--- config.mk ---
export PLATFORM = sky130hd
export DESIGN_NAME = regfile_mp
export DESIGN_NICKNAME = d
export VERILOG_FILES = /design/src/rtl/regfile_pkg.sv /design/src/rtl/regfile_clr_seq.sv /design/src/rtl/regfile_mp.sv
export SDC_FILE = /design/constraint.sdc
export NUM_CORES = 1
export LEC_CHECK = 0
export CAP_MARGIN = 20
export CELL_PAD_IN_SITES_DETAIL_PLACEMENT = 0
export CELL_PAD_IN_SITES_GLOBAL_PLACEMENT = 2
export CORE_ASPECT_RATIO = 1.5
export CORE_UTILIZATION = 45
export CTS_BUF_LIST = sky130_fd_sc_hd__clkbuf_2 sky130_fd_sc_hd__clkbuf_4 sky130_fd_sc_hd__clkbuf_8
export CTS_CLUSTER_SIZE = 30
export DETAILED_ROUTE_END_ITERATION = 8
export PLACE_DENSITY = 0.74
export RECOVER_POWER = 25
export SYNTH_ARGS = -nofsm -noshare
export SYNTH_HDL_FRONTEND = slang
export SYNTH_SLANG_ARGS = --single-unit
--- constraint.sdc ---
create_clock -name clk -period 3.44 [get_ports clk]
set_input_delay 0.86 -clock clk [delete_from_list [all_inputs] [get_ports clk]]
set_output_delay 0.86 -clock clk [all_outputs]
set_load 0.02 [all_outputs]
--- src/rtl/regfile_pkg.sv ---
// Shared types and helpers for the multi-port register file.
package regfile_pkg;

    typedef enum logic [0:0] {
        INIT = 1'b0,
        RUN  = 1'b1
    } regfile_state_e;

    localparam int MAX_WR = 2;

    // Later (higher-index) ports override earlier ones; result is {found, port}.
    function automatic logic [1:0] wr_match(input logic [MAX_WR-1:0] hit);
        logic [1:0] res;
        res = 2'b00;
        for (int p = 0; p < MAX_WR; p++) begin
            if (hit[p]) begin
                res = {1'b1, p[0]};
            end
        end
        return res;
    endfunction

endpackage

--- src/rtl/regfile_clr_seq.sv ---
// Clear sequencer: sweeps INIT_VAL through every register after reset or clr_req.
module regfile_clr_seq
    import regfile_pkg::*;
#(
    parameter int NREGS = 32,
    localparam int AW = $clog2(NREGS)
) (
    input  logic          clk,
    input  logic          rst,
    input  logic          clr_req,
    output logic          ready,
    output logic          sweep_we,
    output logic [AW-1:0] sweep_addr
);

    localparam logic [AW-1:0] LAST_ADDR = AW'(NREGS - 1);

    regfile_state_e state_r;
    logic [AW-1:0]  ptr_r;
    logic           ready_r;

    // Sweep FSM; ready rises the cycle after the last register is written.
    always_ff @(posedge clk or negedge rst) begin
        if (!rst) begin
            state_r <= INIT;
            ptr_r   <= '0;
            ready_r <= 1'b0;
        end else begin
            case (state_r)
                INIT: begin
                    if (clr_req) begin
                        ptr_r <= '0;
                    end else if (ptr_r == LAST_ADDR) begin
                        state_r <= RUN;
                        ptr_r   <= '0;
                        ready_r <= 1'b1;
                    end else begin
                        ptr_r <= ptr_r + AW'(1);
                    end
                end
                RUN: begin
                    if (clr_req) begin
                        state_r <= INIT;
                        ptr_r   <= '0;
                        ready_r <= 1'b0;
                    end else begin
                        ready_r <= 1'b1;
                    end
                end
                default: begin
                    state_r <= INIT;
                    ptr_r   <= '0;
                    ready_r <= 1'b0;
                end
            endcase
        end
    end

    assign ready      = ready_r;
    assign sweep_we   = (state_r == INIT);
    assign sweep_addr = ptr_r;

endmodule

--- src/rtl/regfile_mp.sv ---
// Parametrised multi-port register file with zero register, write bypass and clear sweep.
module regfile_mp
    import regfile_pkg::*;
#(
    parameter int              XLEN     = 32,
    parameter int              NREGS    = 32,
    parameter int              NRD      = 2,
    parameter int              NWR      = 1,
    parameter int              BYPASS   = 1,
    parameter int              ZERO_REG = 1,
    parameter logic [XLEN-1:0] INIT_VAL = {XLEN{1'b0}},
    localparam int             AW       = $clog2(NREGS)
) (
    input  logic                clk,
    input  logic                rst,
    input  logic                clr_req,
    output logic                ready,
    input  logic [NWR-1:0]      wr_en,
    input  logic [NWR*AW-1:0]   wr_addr,
    input  logic [NWR*XLEN-1:0] wr_data,
    input  logic [NRD*AW-1:0]   rd_addr,
    output logic [NRD*XLEN-1:0] rd_data
);

    logic [XLEN-1:0] mem_r [NREGS];
    logic            ready_s;
    logic            sweep_we_s;
    logic [AW-1:0]   sweep_addr_s;
    logic [NWR-1:0]  we_s;
    logic [NWR-1:0]  commit_s;

    regfile_clr_seq #(.NREGS(NREGS)) u_clr_seq (
        .clk        (clk),
        .rst        (rst),
        .clr_req    (clr_req),
        .ready      (ready_s),
        .sweep_we   (sweep_we_s),
        .sweep_addr (sweep_addr_s)
    );

    assign ready = ready_s;

    // Qualify user writes and keep only the winning port per address.
    always_comb begin
        logic [MAX_WR-1:0] hit_w;
        logic [1:0]        m_w;
        we_s     = '0;
        commit_s = '0;
        hit_w    = '0;
        m_w      = 2'b00;
        for (int p = 0; p < NWR; p++) begin
            if (wr_en[p] && ready_s && !(ZERO_REG != 0 && wr_addr[p*AW +: AW] == '0)) begin
                we_s[p] = 1'b1;
            end else begin
                we_s[p] = 1'b0;
            end
        end
        for (int p = 0; p < NWR; p++) begin
            hit_w = '0;
            for (int q = 0; q < NWR; q++) begin
                hit_w[q] = we_s[q] && (wr_addr[q*AW +: AW] == wr_addr[p*AW +: AW]);
            end
            m_w = wr_match(hit_w);
            commit_s[p] = we_s[p] && (int'(m_w[0]) == p);
        end
    end

    // Storage array, no reset term; the sweep owns it while active.
    always_ff @(posedge clk) begin
        if (sweep_we_s) begin
            mem_r[sweep_addr_s] <= INIT_VAL;
        end else begin
            for (int p = 0; p < NWR; p++) begin
                if (commit_s[p]) begin
                    mem_r[wr_addr[p*AW +: AW]] <= wr_data[p*XLEN +: XLEN];
                end
            end
        end
    end

    // Combinational read ports with zero register and optional forwarding.
    always_comb begin
        logic [MAX_WR-1:0] hit_r;
        logic [1:0]        m_r;
        logic [AW-1:0]     ra;
        rd_data = '0;
        hit_r   = '0;
        m_r     = 2'b00;
        ra      = '0;
        for (int r = 0; r < NRD; r++) begin
            ra    = rd_addr[r*AW +: AW];
            hit_r = '0;
            for (int q = 0; q < NWR; q++) begin
                hit_r[q] = we_s[q] && (wr_addr[q*AW +: AW] == ra);
            end
            m_r = wr_match(hit_r);
            if (!ready_s) begin
                rd_data[r*XLEN +: XLEN] = '0;
            end else if (ZERO_REG != 0 && ra == '0) begin
                rd_data[r*XLEN +: XLEN] = '0;
            end else if (BYPASS != 0 && m_r[1]) begin
                rd_data[r*XLEN +: XLEN] = wr_data[int'(m_r[0])*XLEN +: XLEN];
            end else begin
                rd_data[r*XLEN +: XLEN] = mem_r[ra];
            end
        end
    end

endmodule

Word-level counts from Yosys, hierarchy flattened
Memories as Yosys holds them, arrays and structs flattened.
Cells that the tools add are included.
{ "word_totals": {"romBits": 0, "memories": 1, "out_inout_bits": 65, "latch_bits": 0, "regBits": 7, "mem_bits_rw": 1024} }
{ "memory_table": {"columns": ["name", "words", "width", "rd", "rd_ports_with_merged_regs", "wr", "line", "text"], "rows": [
  ["mem_r", 32, 32, 2, 0, 1, "regfile_mp.sv:25", "logic [XLEN-1:0] mem_r [NREGS];"]
]} }
{ "classes": {"reduce_logical": 11, "addsub": 1, "n_lt_le_gt_ge": 0, "muxes": 27, "shift": 2, "bitwise": 2, "n_eq_ne": 6, "div_mod_pow": 0, "n_mul": 0} }
{ "op_table": {"columns": ["op", "n"], "rows": [
  ["2-to-1 mux 32 bit", 7],
  ["indexed part select 32 x 7 -> 32 bit", 2],
  ["OR reduction 32 bit", 1],
  ["2-to-1 mux 5 bit", 4],
  ["zero test 5 bit", 3],
  ["2-to-1 mux 1 bit", 11],
  ["== test 5 bit", 2],
  ["one-hot mux 5 bit (2 select lines)", 1],
  ["adder 5 x 1 -> 5 bit, second input constant", 1],
  ["== test 5 bit, second input constant", 1],
  ["logical AND 1 bit", 5],
  ["2-to-1 mux 2 bit", 2],
  ["!= test 2 bit, second input constant", 2],
  ["one-hot mux 1 bit (2 select lines)", 2],
  ["!= test 2 x 1 -> 1 bit, second input constant", 1],
  ["AND reduction 2 bit", 1],
  ["zero test 1 bit", 1],
  ["NOT 1 bit", 1],
  ["NOT 1 bit, first input constant", 1]
]} }

Depth between registers and ports, before layout
Gate-level depths: netlist of the first run.
{ "depth": {"depth_word": 10, "mapped_depth": 10, "depth_no_buf": 6} }

Modules after synthesis
Synthesis of the first run repeated with hierarchy kept, for this count alone.
{ "unflattened": {"cells_unflattened": 2803, "hier_area_um2": 49234.7} }
{ "modules_own_cells": {"columns": ["mod", "cells_each", "n_inst", "area_per_inst_um2", "seq_area_each_um2"], "rows": [
  ["regfile_mp", 2772, 1, 48903.2, 30749.5],
  ["regfile_clr_seq", 31, 1, 331.6, 175.2]
]} }

Worst setup path after synthesis of the first run
Ideal clock, no wire load.
{ "synth_path": {"path_kind": "input to register", "startpoint": "input wr_addr[1]", "endpoint": "memory mem_r[13][0], enable pin", "cell_stages": 7, "arrival_ps": 3718, "required_ps": 3019, "slack_ps": -699, "path_cell_list": "buf_2 -> or4_4 -> o2111ai_2 -> buf_6 -> a31oi_1 -> or2_1 -> nor2_1"} }
{ "synth_via": {"elab_chain_cells": 10, "elab_cells_between_ends": 11, "cone_classes": "6 x mux; 5 x reduce/logical"} }
{ "synth_lines": {"columns": ["item", "line", "text"], "rows": [
  ["start: declaration", "regfile_mp.sv:19", "input logic [NWR*AW-1:0] wr_addr,"],
  ["zero test 5 bit", "regfile_mp.sv:52", "if (wr_en[p] && ready_s && !(ZERO_REG != 0 && wr_addr[p*AW +: AW] == '0)) begin"],
  ["zero test 1 bit", "regfile_mp.sv:52", null],
  ["logical AND 1 bit", "regfile_mp.sv:52", null],
  ["2-to-1 mux 1 bit", "regfile_mp.sv:52", null],
  ["logical AND 1 bit", "regfile_mp.sv:64", "commit_s[p] = we_s[p] && (int'(m_w[0]) == p);"],
  ["2-to-1 mux 1 bit", "regfile_mp.sv:74", "if (commit_s[p]) begin"],
  ["2-to-1 mux 1 bit", "regfile_mp.sv:70", "if (sweep_we_s) begin"],
  ["2-to-1 mux 1 bit (not written as such)", "regfile_mp.sv:75", "mem_r[wr_addr[p*AW +: AW]] <= wr_data[p*XLEN +: XLEN];"],
  ["OR reduction 32 bit (no line)", null, null],
  ["2-to-1 mux 5 bit (no line) / 2-to-1 mux 1 bit (equally long branches)", null, null],
  ["end: declaration", "regfile_mp.sv:25", null]
]} }
Several ways; a longest one is shown, not always the timed one.

Worst setup path after layout of the first run
{ "layout_path": {"startpoint": "input wr_addr[4]", "endpoint": "output rd_data[26]"} }
{ "layout_via": {"elab_chain_cells": 9, "elab_cells_between_ends": 10, "cone_classes": "1 x eq/ne; 5 x mux; 4 x reduce/logical"} }
{ "layout_lines": {"columns": ["item", "line", "text"], "rows": [
  ["zero test 5 bit", "regfile_mp.sv:52", null],
  ["zero test 1 bit", "regfile_mp.sv:52", null],
  ["logical AND 1 bit", "regfile_mp.sv:52", null],
  ["2-to-1 mux 1 bit", "regfile_mp.sv:52", null],
  ["logical AND 1 bit (*)", "regfile_mp.sv:94", "hit_r[q] = we_s[q] && (wr_addr[q*AW +: AW] == ra);"],
  ["2-to-1 mux 2 bit (*)", "regfile_pkg.sv:16", "if (hit[p]) begin"],
  ["2-to-1 mux 32 bit (*)", "regfile_mp.sv:101", "end else if (BYPASS != 0 && m_r[1]) begin"],
  ["2-to-1 mux 32 bit (*)", "regfile_mp.sv:99", "end else if (ZERO_REG != 0 && ra == '0) begin"],
  ["2-to-1 mux 32 bit (*)", "regfile_mp.sv:97", "if (!ready_s) begin"],
  ["end: declaration", "regfile_mp.sv:22", "output logic [NRD*XLEN-1:0] rd_data"]
]} }
Every way passes the cells marked *; elsewhere a longest branch is shown, timed or not.

==> report_table.html, run 1 <==
<table>
<tr><th>Metric</th><th>Value</th></tr>
<tr><th colspan="2">Status</th></tr>
<tr><td>Outcome</td><td>finished with violations</td></tr>
<tr><td>Failing checks</td><td>capacitance limit, slew limit, setup timing</td></tr>
<tr><th colspan="2">Logic synthesis</th></tr>
<tr><td>Synthesized cell area</td><td>0.04830 mm2</td></tr>
<tr><td>Count of flip-flops with a built-in enable after synthesis</td><td>1,024</td></tr>
<tr><td>Warnings, synthesis</td><td>0</td></tr>
<tr><td>Post-synthesis cell count</td><td>2,442</td></tr>
<tr><td>Net Count, Synth</td><td>2,495</td></tr>
<tr><td>Most used standard cells in the synthesized netlist</td><td>sky130_fd_sc_hd__edfxtp_1, sky130_fd_sc_hd__mux4_2, sky130_fd_sc_hd__a211oi_1, sky130_fd_sc_hd__clkbuf_1, sky130_fd_sc_hd__mux2i_1</td></tr>
<tr><td>Count of unique library cells instantiated by Yosys</td><td>52</td></tr>
<tr><td>Top cells by area, synth</td><td>sky130_fd_sc_hd__edfxtp_1, sky130_fd_sc_hd__mux4_2, sky130_fd_sc_hd__a211oi_1</td></tr>
<tr><td>Sequential share of the synthesized area</td><td>0.6403</td></tr>
<tr><td>Syn avg cell area</td><td>19.78 um2</td></tr>
<tr><td>Flip-flop and latch count after synthesis</td><td>1,031</td></tr>
<tr><td>Dominant cell by count in the synthesized netlist</td><td>sky130_fd_sc_hd__edfxtp_1</td></tr>
<tr><td>Asr flop ratio synth</td><td>0.006790</td></tr>
<tr><td>Proportion of netlist area held by the largest area contributor</td><td>0.6367</td></tr>
<tr><td>Largest area contributor in the synthesized netlist</td><td>sky130_fd_sc_hd__edfxtp_1</td></tr>
<tr><td>Top FF cell, synth</td><td>sky130_fd_sc_hd__edfxtp_1</td></tr>
<tr><th colspan="2">Global routing</th></tr>
<tr><td>Overflow left after global routing</td><td>0</td></tr>
<tr><td>Number of global-route vias before repair</td><td>31,870</td></tr>
<tr><td>Initial antenna violation count</td><td>2</td></tr>
<tr><td>Total Routing Usage GR</td><td>0.3133</td></tr>
<tr><td>Wire length of the first global-routing pass</td><td>237,400 um</td></tr>
<tr><td>Maximum number of pins on one net before global-route repair</td><td>33</td></tr>
<tr><th colspan="2">Power and ir drop</th></tr>
<tr><td>Final Total Pwr</td><td>0.02811 W</td></tr>
<tr><td>Static leakage</td><td>22.73 nW</td></tr>
<tr><td>Cell Pwr Density</td><td>450.0 mW/mm2</td></tr>
<tr><td>Maximum ir drop on the vdd rail</td><td>0.3375 mV</td></tr>
<tr><th colspan="2">Detailed routing</th></tr>
<tr><td>Detailed-route via count</td><td>30,590</td></tr>
<tr><td>Number of optimization iterations in the first detailed-route pass</td><td>6</td></tr>
<tr><td>Final WL</td><td>169,400 um</td></tr>
<tr><td>Via-per-instance ratio</td><td>6.557</td></tr>
<tr><td>Antenna-violating nets left</td><td>0</td></tr>
<tr><td>Number of DRC violations after detailed routing</td><td>0</td></tr>
<tr><td>Initial drt markers</td><td>3,625</td></tr>
<tr><td>Routed wire per std cell</td><td>36.30 um</td></tr>
<tr><th colspan="2">Clock network</th></tr>
<tr><td>Htree depth</td><td>4</td></tr>
<tr><td>Num CTS Buffers</td><td>154</td></tr>
<tr><td>Clock sink count</td><td>1,031</td></tr>
<tr><td>Clock Path Buffers</td><td>3</td></tr>
<tr><td>Clock tree from TritonCTS</td><td>built</td></tr>
<tr><td>Clock tree root driver cell</td><td>sky130_fd_sc_hd__clkbuf_8</td></tr>
<tr><td>Clock transition at the register clock pins on the worst setup and hold paths after CTS</td><td>0.07 ns</td></tr>
<tr><td>Clock latency on the worst-skew pair</td><td>0.87 ns</td></tr>
<tr><td>Count of hold-fix buffers inserted at cts</td><td>0</td></tr>
<tr><th colspan="2">Worst setup path</th></tr>
<tr><td>Critical Path Fanout Max</td><td>5</td></tr>
<tr><td>Startpoint of the worst register-to-register path</td><td>u_clr_seq.state_r</td></tr>
<tr><td>Worst setup path class</td><td>in -&gt; out</td></tr>
<tr><td>FF-to-FF setup slack</td><td>0.47 ns</td></tr>
<tr><td>Endpoint of the worst register-to-register path</td><td>mem_r[18][5]</td></tr>
<tr><td>Length in cells of the worst reg-to-reg path</td><td>3</td></tr>
<tr><td>Arrival time reported for the critical path endpoint</td><td>3.07 ns</td></tr>
<tr><td>Type of element capturing the critical path</td><td>output pin</td></tr>
<tr><td>Setup crit start kind</td><td>primary input</td></tr>
<tr><td>Data required time at the worst endpoint</td><td>2.58 ns</td></tr>
<tr><th colspan="2">STA</th></tr>
<tr><td>RSZ-0062 raised after global routing</td><td>yes</td></tr>
<tr><td>Final critical-path required period</td><td>3.929 ns</td></tr>
<tr><td>Setup clock skew after layout</td><td>0.03983 ns</td></tr>
<tr><td>Summed negative setup slack over all endpoints</td><td>-22.44 ns</td></tr>
<tr><td>Final hold slack</td><td>0.3213 ns</td></tr>
<tr><td>Slew Limit Fails</td><td>33</td></tr>
<tr><td>Count of final hold-check violations</td><td>0</td></tr>
<tr><td>Fmax achieved</td><td>254.5 MHz</td></tr>
<tr><td>Relative slew slack</td><td>-0.02139</td></tr>
<tr><td>Final setup fails</td><td>64</td></tr>
<tr><td>Ratio of final minimum period to clock period</td><td>1.142</td></tr>
<tr><td>Worst Setup Slack, final</td><td>-0.4893 ns</td></tr>
<tr><td>Tightest Pin Transition</td><td>1.532 ns</td></tr>
<tr><th colspan="2">Run</th></tr>
<tr><td>Max cap viols</td><td>1</td></tr>
<tr><th colspan="2">Finish</th></tr>
<tr><td>Final layout net count</td><td>3,188</td></tr>
<tr><td>Relative area change from synthesis to final layout</td><td>29.35%</td></tr>
<tr><td>Ratio of cells with drive above 1 in the final layout</td><td>0.5230</td></tr>
<tr><td>Final cell area excluding filler cells</td><td>0.06247 mm2</td></tr>
<tr><th colspan="2">Place</th></tr>
<tr><td>Placed Area</td><td>0.05590 mm2</td></tr>
<tr><td>HPWL after DPL</td><td>111,500 um</td></tr>
<tr><td>Pre-CTS setup slack</td><td>-1.146 ns</td></tr>
<tr><td>Final GP Congestion</td><td>0.8925</td></tr>
<tr><td>Count of buffers inserted at the top-level ports</td><td>115</td></tr>
<tr><th colspan="2">Floorplanning</th></tr>
<tr><td>Boundary pin count</td><td>116</td></tr>
<tr><td>Y dimension of the die</td><td>403.2 um</td></tr>
<tr><td>Starting Density</td><td>0.4558</td></tr>
<tr><td>Number of rows created at floorplan</td><td>146</td></tr>
<tr><td>Horiz. Die Dim</td><td>269.5 um</td></tr>
<tr><td>Die Outline Area</td><td>0.1087 mm2</td></tr>
<tr><td>Core Box Area</td><td>0.1060 mm2</td></tr>
<tr><th colspan="2">Hold path</th></tr>
<tr><td>Path type of the worst min-delay path</td><td>in -&gt; async</td></tr>
</table>
==> through the flow <==
| step | std cells | utilization |
|---|---|---|
| final | 4665 | 0.5896 |
| after global routing | 4663 | 0.5896 |
| after detailed placement | 4259 | 0.5276 |
| after CTS | 4622 | 0.5826 |
| after global placement | 4259 | 0.5276 |
| after floorplan | 2442 | - |
==> power breakdown <==
group | total [W] | switching [W] | internal (W)
combinational | 0.00337 | 0.00175 | 0.00161
clock | 0.0109 | 0.00498 | 0.00595
sequential | 0.0138 | 0.0000590 | 0.0138
total | 0.0281 | 0.00679 | 0.0213
==> kinds of logic (layout without fill, tap and decap cells) <==
family	after synthesis	count (layout)	share of synthesized area
compound gates	343	343	0.05368
xor+xnor	10	10	0.001813
fa+ha+maj	2	2	0.0005180
buf+inv	218	1032	0.02215
flops	1031	1031	0.6403
mux	581	581	0.2531
other cells	0	3	0
simple gates	257	257	0.02850
==> repair_timing <==
item / 4_1_cts / 5_1_grt
pin swaps: 58 / 66
cloned: 8 / 5
endpoints found under the hold margin: 0 / 0
setup endpoints to repair: 64 / 64
gates resized for setup: 576 / 101
setup buffers: 81 / 48
==> worst max path at each step <==
| stage | end | from | slack, ns | cells after the start |
|---|---|---|---|---|
| final | rd_data[26] | wr_addr[4] | -0.49 | 12 |
| after global placement | rd_data[0] | wr_addr[4] | -1.13 | 9 |
| after global routing | rd_data[26] | wr_addr[4] | -0.51 | 12 |
| after detailed placement | rd_data[0] | wr_addr[4] | -1.15 | 9 |
| after CTS | rd_data[26] | wr_addr[1] | -0.57 | 12 |
| after floorplan | mem_r[8][0] | wr_addr[1] | -0.49 | 6 |
==> sequential cells by signal, summed over array words and instances, names as in the netlist <==
register	count
u_clr_seq.state_r	1
u_clr_seq.ready	1
mem_r	1024
u_clr_seq.sweep_addr	5
==> critical path, cell delays in order <==
cell,delay (ns)
sky130_fd_sc_hd__buf_6,0.09
sky130_fd_sc_hd__or4_4,0.56
sky130_fd_sc_hd__o21ai_4,0.20
sky130_fd_sc_hd__o311ai_4,0.11
sky130_fd_sc_hd__buf_12,0.15
sky130_fd_sc_hd__buf_12,0.12
sky130_fd_sc_hd__buf_12,0.13
sky130_fd_sc_hd__buf_12,0.15
sky130_fd_sc_hd__a211oi_4,0.28
sky130_fd_sc_hd__buf_6,0.16
sky130_fd_sc_hd__a221o_1,0.13
sky130_fd_sc_hd__buf_6,0.12
==> placed cells by master, fill, tap and decap left out, drive strengths merged, types with 7 or more instances in the layout <==
cell	instances
a211oi	98
clkbuf	190
dfrtp	7
and2	32
a22oi	60
nor2b	67
nor3	36
nor2	52
buf	698
xnor2	10
mux4	512
or2	7
bufinv	18
clkdlybuf4s50	34
clkinv	64
a21oi	37
nand2	38
nand2b	10
inv	17
mux2i	69
a221o	63
edfxtp	1024
o22ai	65
==> per-layer routing <==
metal	global-route usage	vias up	wire [um]
met2	0.5274	1765	85260
met5	0	-	0
met3	0.06000	463	15280
li1	-	12100	-
met4	0.1721	0	10340
met1	0.3818	16260	58480
==> layout make-up <==
class / instances / area, um2
Antenna cell: 3 / 7.507
Clock buffer: 183 / 2362
Clock inverter: 94 / 944.7
Fill cell: 7747 / 43480
Inverter: 11 / 41.29
Multi-Input combinational cell: 1193 / 17820
Sequential cell: 1031 / 30920
Tap cell: 1406 / 1759
Timing Repair Buffer: 744 / 8616
Power figures use the tool's default switching activity.
==> inputs of run 2 (changes only) <==
--- a/config.mk
+++ b/config.mk
@@ -5,15 +5,15 @@
 export SDC_FILE = /design/constraint.sdc
 export NUM_CORES = 1
 export LEC_CHECK = 0
+export ABC_CLOCK_PERIOD_IN_PS = 3440
 export CAP_MARGIN = 20
 export CELL_PAD_IN_SITES_DETAIL_PLACEMENT = 0
 export CELL_PAD_IN_SITES_GLOBAL_PLACEMENT = 2
 export CORE_ASPECT_RATIO = 1.5
-export CORE_UTILIZATION = 45
-export CTS_BUF_LIST = sky130_fd_sc_hd__clkbuf_2 sky130_fd_sc_hd__clkbuf_4 sky130_fd_sc_hd__clkbuf_8
+export CORE_UTILIZATION = 44
 export CTS_CLUSTER_SIZE = 30
 export DETAILED_ROUTE_END_ITERATION = 8
-export PLACE_DENSITY = 0.74
+export PLACE_DENSITY = 0.73
 export RECOVER_POWER = 25
 export SYNTH_ARGS = -nofsm -noshare
 export SYNTH_HDL_FRONTEND = slang
==> run 2 against run 1 <==
  * The run ends with setup timing left
  * Sequential power is essentially flat
  * Sequential cell count is the same
  * First-iteration DRC count shrank 9.6%
  * Die area grew 2.3%
  * Worst hold slack gained 0.17 ns
  * Power grew 2.4%
  * Count of clock-buffer cells in the layout shrank 64
  * Final cell count shrank 1.6%
  * Non-clock buffer count shrank 2
  * Clock skew shrank 0.022 ns
  * Critical endpoint is now rd_data[23]
  * Highest routed layer unchanged
==> report_table.html, run 2 (same netlist as run 1, synthesis figures left out) <==
<table>
<tr><th>Metric</th><th>Value</th></tr>
<tr><th colspan="2">Detailed routing</th></tr>
<tr><td>Met3 Wirelength</td><td>13,120 um (-14%)</td></tr>
<tr><td>Number of DRC violations after detailed routing</td><td>0 (unchanged)</td></tr>
<tr><td>Final WL</td><td>165,900 um (-2.1%)</td></tr>
<tr><td>Top layer reached by signal wires</td><td>met4</td></tr>
<tr><td>Initial drt markers</td><td>3,278 (-9.6%)</td></tr>
<tr><td>Via-per-instance ratio</td><td>6.539 (-0.27%)</td></tr>
<tr><td>Routed wire per std cell</td><td>36.14 um (-0.46%)</td></tr>
<tr><td>WL met2</td><td>85,560 um (+0.35%)</td></tr>
<tr><td>Met1 Routed Length</td><td>57,430 um (-1.8%)</td></tr>
<tr><td>Antenna-violating nets left</td><td>0 (unchanged)</td></tr>
<tr><td>Detailed-route via count</td><td>30,010 (-1.9%)</td></tr>
<tr><td>Number of optimization iterations in the first detailed-route pass</td><td>6 (unchanged)</td></tr>
<tr><th colspan="2">Floorplanning</th></tr>
<tr><td>Number of rows created at floorplan</td><td>148 (+1.4%)</td></tr>
<tr><td>Die Outline Area</td><td>0.1111 mm2 (+2.3%)</td></tr>
<tr><td>Y dimension of the die</td><td>407.8 um (+1.1%)</td></tr>
<tr><td>Horiz. Die Dim</td><td>272.5 um (+1.1%)</td></tr>
<tr><td>Core Box Area</td><td>0.1087 mm2 (+2.6%)</td></tr>
<tr><td>Boundary pin count</td><td>116 (unchanged)</td></tr>
<tr><td>Starting Density</td><td>0.4443 (-0.01152)</td></tr>
<tr><th colspan="2">Clock network</th></tr>
<tr><td>Clock tree from TritonCTS</td><td>built</td></tr>
<tr><td>Clock tree root driver cell</td><td>sky130_fd_sc_hd__clkbuf_16</td></tr>
<tr><td>Count of hold-fix buffers inserted at cts</td><td>0 (unchanged)</td></tr>
<tr><td>Htree depth</td><td>3 (-1)</td></tr>
<tr><td>Clock sink count</td><td>1,031 (unchanged)</td></tr>
<tr><td>Num CTS Buffers</td><td>100 (-35%)</td></tr>
<tr><td>Clock Path Buffers</td><td>3 (unchanged)</td></tr>
<tr><td>Clock transition at the register clock pins on the worst setup and hold paths after CTS</td><td>0.06 ns (about the same)</td></tr>
<tr><td>Clock latency on the worst-skew pair</td><td>0.71 ns (-0.16 ns)</td></tr>
<tr><th colspan="2">Finish</th></tr>
<tr><td>Final layout net count</td><td>3,132 (-1.8%)</td></tr>
<tr><td>Most used cells in the layout excluding fill and tap cells</td><td>sky130_fd_sc_hd__edfxtp_1, sky130_fd_sc_hd__mux4_2, sky130_fd_sc_hd__buf_4, sky130_fd_sc_hd__buf_12, sky130_fd_sc_hd__buf_6</td></tr>
<tr><td>Relative area change from synthesis to final layout</td><td>30.78%</td></tr>
<tr><td>Ratio of cells with drive above 1 in the final layout</td><td>0.5259 (+0.002899)</td></tr>
<tr><td># fillers</td><td>7,930 (+2.4%)</td></tr>
<tr><td>Leading cell type in the layout, fill and taps excluded</td><td>sky130_fd_sc_hd__edfxtp_1</td></tr>
<tr><td>Final core occ</td><td>0.5811 (-0.008573)</td></tr>
<tr><td>Final cell area excluding filler cells</td><td>0.06316 mm2 (+1.1%)</td></tr>
<tr><td>Count of placed standard cells in the final layout, fillers left out</td><td>4,590 (-1.6%)</td></tr>
<tr><td>Area of the multi-input gates</td><td>0.01826 mm2 (+2.5%)</td></tr>
<tr><td>Number of flip-flops in the largest register</td><td>1,024 (unchanged)</td></tr>
<tr><td>Area occupied by registers</td><td>0.03092 mm2 (unchanged)</td></tr>
<tr><td>Register with the highest flop count</td><td>mem_r</td></tr>
<tr><th colspan="2">STA</th></tr>
<tr><td>Fmax achieved</td><td>254.6 MHz (about the same)</td></tr>
<tr><td>Worst Setup Slack, final</td><td>-0.4872 ns (+0.002005 ns)</td></tr>
<tr><td>Tightest Pin Transition</td><td>1.461 ns (-0.07095 ns)</td></tr>
<tr><td>Summed negative setup slack over all endpoints</td><td>-23.95 ns (-1.508 ns)</td></tr>
<tr><td>Final hold slack</td><td>0.4957 ns (+0.1743 ns)</td></tr>
<tr><td>Slew Limit Fails</td><td>0 (-100%)</td></tr>
<tr><td>Final setup fails</td><td>64 (unchanged)</td></tr>
<tr><td>Setup clock skew after layout</td><td>0.01762 ns (-0.02221 ns)</td></tr>
<tr><td>Ratio of final minimum period to clock period</td><td>1.142 (about the same)</td></tr>
<tr><td>Final critical-path required period</td><td>3.927 ns (-0.002005 ns)</td></tr>
<tr><td>RSZ-0062 raised after global routing</td><td>yes</td></tr>
<tr><td>Count of final hold-check violations</td><td>0 (unchanged)</td></tr>
<tr><td>Relative slew slack</td><td>0.02591 (+0.04730)</td></tr>
<tr><th colspan="2">Worst setup path</th></tr>
<tr><td>Slowest cell on crit path</td><td>sky130_fd_sc_hd__or4_4</td></tr>
<tr><td>Max stage delay on crit path</td><td>0.54 ns (-0.02 ns)</td></tr>
<tr><td>Worst setup path class</td><td>in -&gt; out</td></tr>
<tr><td>Data required time at the worst endpoint</td><td>2.58 ns (about the same)</td></tr>
<tr><td>Arrival time reported for the critical path endpoint</td><td>3.07 ns (about the same)</td></tr>
<tr><td>Family with the most delay on the worst path</td><td>compound AO/OA/AOI/OAI gates</td></tr>
<tr><td>Type of element capturing the critical path</td><td>output pin</td></tr>
<tr><td>Cells traversed along the worst timing path</td><td>buf_6, or4_4, buf_6, o21ai_4, o311ai_4, buf_8, buf_12, a211oi_4, a221o_1, buf_6</td></tr>
<tr><td>Critical Path Fanout Max</td><td>8 (+3)</td></tr>
<tr><td>Count of buffer and inverter cells on the critical path</td><td>5 (-2)</td></tr>
<tr><td>Setup crit start kind</td><td>primary input</td></tr>
<tr><td>Cell mode on critical path</td><td>sky130_fd_sc_hd__buf_6</td></tr>
<tr><th colspan="2">Status</th></tr>
<tr><td>Failing checks</td><td>setup timing</td></tr>
<tr><td>Outcome</td><td>finished with violations</td></tr>
<tr><th colspan="2">Power and ir drop</th></tr>
<tr><td>Switching share of total power</td><td>0.2322 (-0.009383)</td></tr>
<tr><td>Cell Pwr Density</td><td>455.8 mW/mm2 (+1.3%)</td></tr>
<tr><td>Relative contribution of combinational cells to total power</td><td>0.118 (-0.002)</td></tr>
<tr><td>Internal power contribution</td><td>0.02211 W (+3.7%)</td></tr>
<tr><td>Sequential fraction of design power</td><td>0.480 (-0.011)</td></tr>
<tr><td>Switching power summed over all nets</td><td>0.006685 W (-1.6%)</td></tr>
<tr><td>Static leakage</td><td>22.65 nW (-0.36%)</td></tr>
<tr><td>Maximum ir drop on the vdd rail</td><td>0.4002 mV (+19%)</td></tr>
<tr><td>Proportion of power drawn by the clock network</td><td>0.403 (+0.014)</td></tr>
<tr><th colspan="2">Place</th></tr>
<tr><td>Final GP Congestion</td><td>0.8716 (-2.3%)</td></tr>
<tr><td>Placed Cells</td><td>4,282 (+0.54%)</td></tr>
<tr><td>Placed Area</td><td>0.05608 mm2 (+0.32%)</td></tr>
<tr><td>Count of buffers inserted at the top-level ports</td><td>115 (unchanged)</td></tr>
<tr><td>HPWL after DPL</td><td>108,900 um (-2.3%)</td></tr>
<tr><th colspan="2">Global routing</th></tr>
<tr><td>Total Routing Usage GR</td><td>0.3028 (-0.01051)</td></tr>
<tr><td>Initial antenna violation count</td><td>2 (unchanged)</td></tr>
<tr><td>Wire length of the first global-routing pass</td><td>235,100 um (-0.99%)</td></tr>
<tr><td>Number of global-route vias before repair</td><td>31,900 (+0.10%)</td></tr>
<tr><td>Maximum number of pins on one net before global-route repair</td><td>38 (+15%)</td></tr>
<tr><td>Overflow left after global routing</td><td>0 (unchanged)</td></tr>
<tr><th colspan="2">Hold path</th></tr>
<tr><td>Path type of the worst min-delay path</td><td>in -&gt; async</td></tr>
<tr><th colspan="2">Run</th></tr>
<tr><td>Max cap viols</td><td>0 (-1)</td></tr>
</table>
## run 2: final timing paths
path	start	slack, ns	end	cells past startpoint
max	wr_addr[1]	-0.49	rd_data[23]	10
min	rst	0.50	u_clr_seq.sweep_addr[2]	1
max in group asynchronous	rst	2.68	u_clr_seq.sweep_addr[0]	1
max reg2reg	u_clr_seq.state_r	0.18	mem_r[16][8]	5
min in group clk	u_clr_seq.sweep_addr[0]	0.67	u_clr_seq.sweep_addr[0]	2
min reg2reg	u_clr_seq.sweep_addr[0]	0.67	u_clr_seq.sweep_addr[0]	2
## run 2: power by group through the flow
| stage | clock network, W | logic (W) | registers (W) |
|---|---|---|---|
| after global routing | 0.0122 | 0.00349 | 0.0138 |
| after global placement | 0 | 0.00274 | 0.0141 |
| after CTS | 0.0117 | 0.00327 | 0.0138 |
| final | 0.0116 | 0.00339 | 0.0138 |
| after floorplan | 0 | 0.00139 | 0.0141 |
| after detailed placement | 0 | 0.00276 | 0.0141 |
## run 2: area by class of cell
type                    instances  area share
clock inverters                66     0.01236
diodes                          3   0.0001189
clock buffers                 119     0.04142
inverters                      11   0.0006537
multi-input cells            1193      0.2891
repair buffers                742      0.1385
well taps                    1425     0.02823
flip-flops and latches       1031      0.4896
## run 2: through the flow
step / setup WS [ns] / power, W
floorplan: -0.4908 / 0.01545
detailed placement: -1.121 / 0.01683
global route: -0.5202 / 0.02946
global placement: -1.115 / 0.01681
CTS: -0.5187 / 0.02878
finish: -0.4872 / 0.02879
## run 2: what timing repair did
action,4_1_cts,5_1_grt
endpoints found under the setup margin,64,64
pin swaps,102,84
buffers inserted,109,29
cloned,13,0
gates resized for setup,617,176
hold endpoints to repair,0,0
## run 2: routing by layer
| metal | up-vias | track usage |
|---|---|---|
| li1 | 11970 | - |
| met1 | 16070 | 0.3673 |
| met2 | 1594 | 0.5136 |
| met3 | 385 | 0.04892 |
| met4 | 0 | 0.1699 |
| met5 | - | 0 |
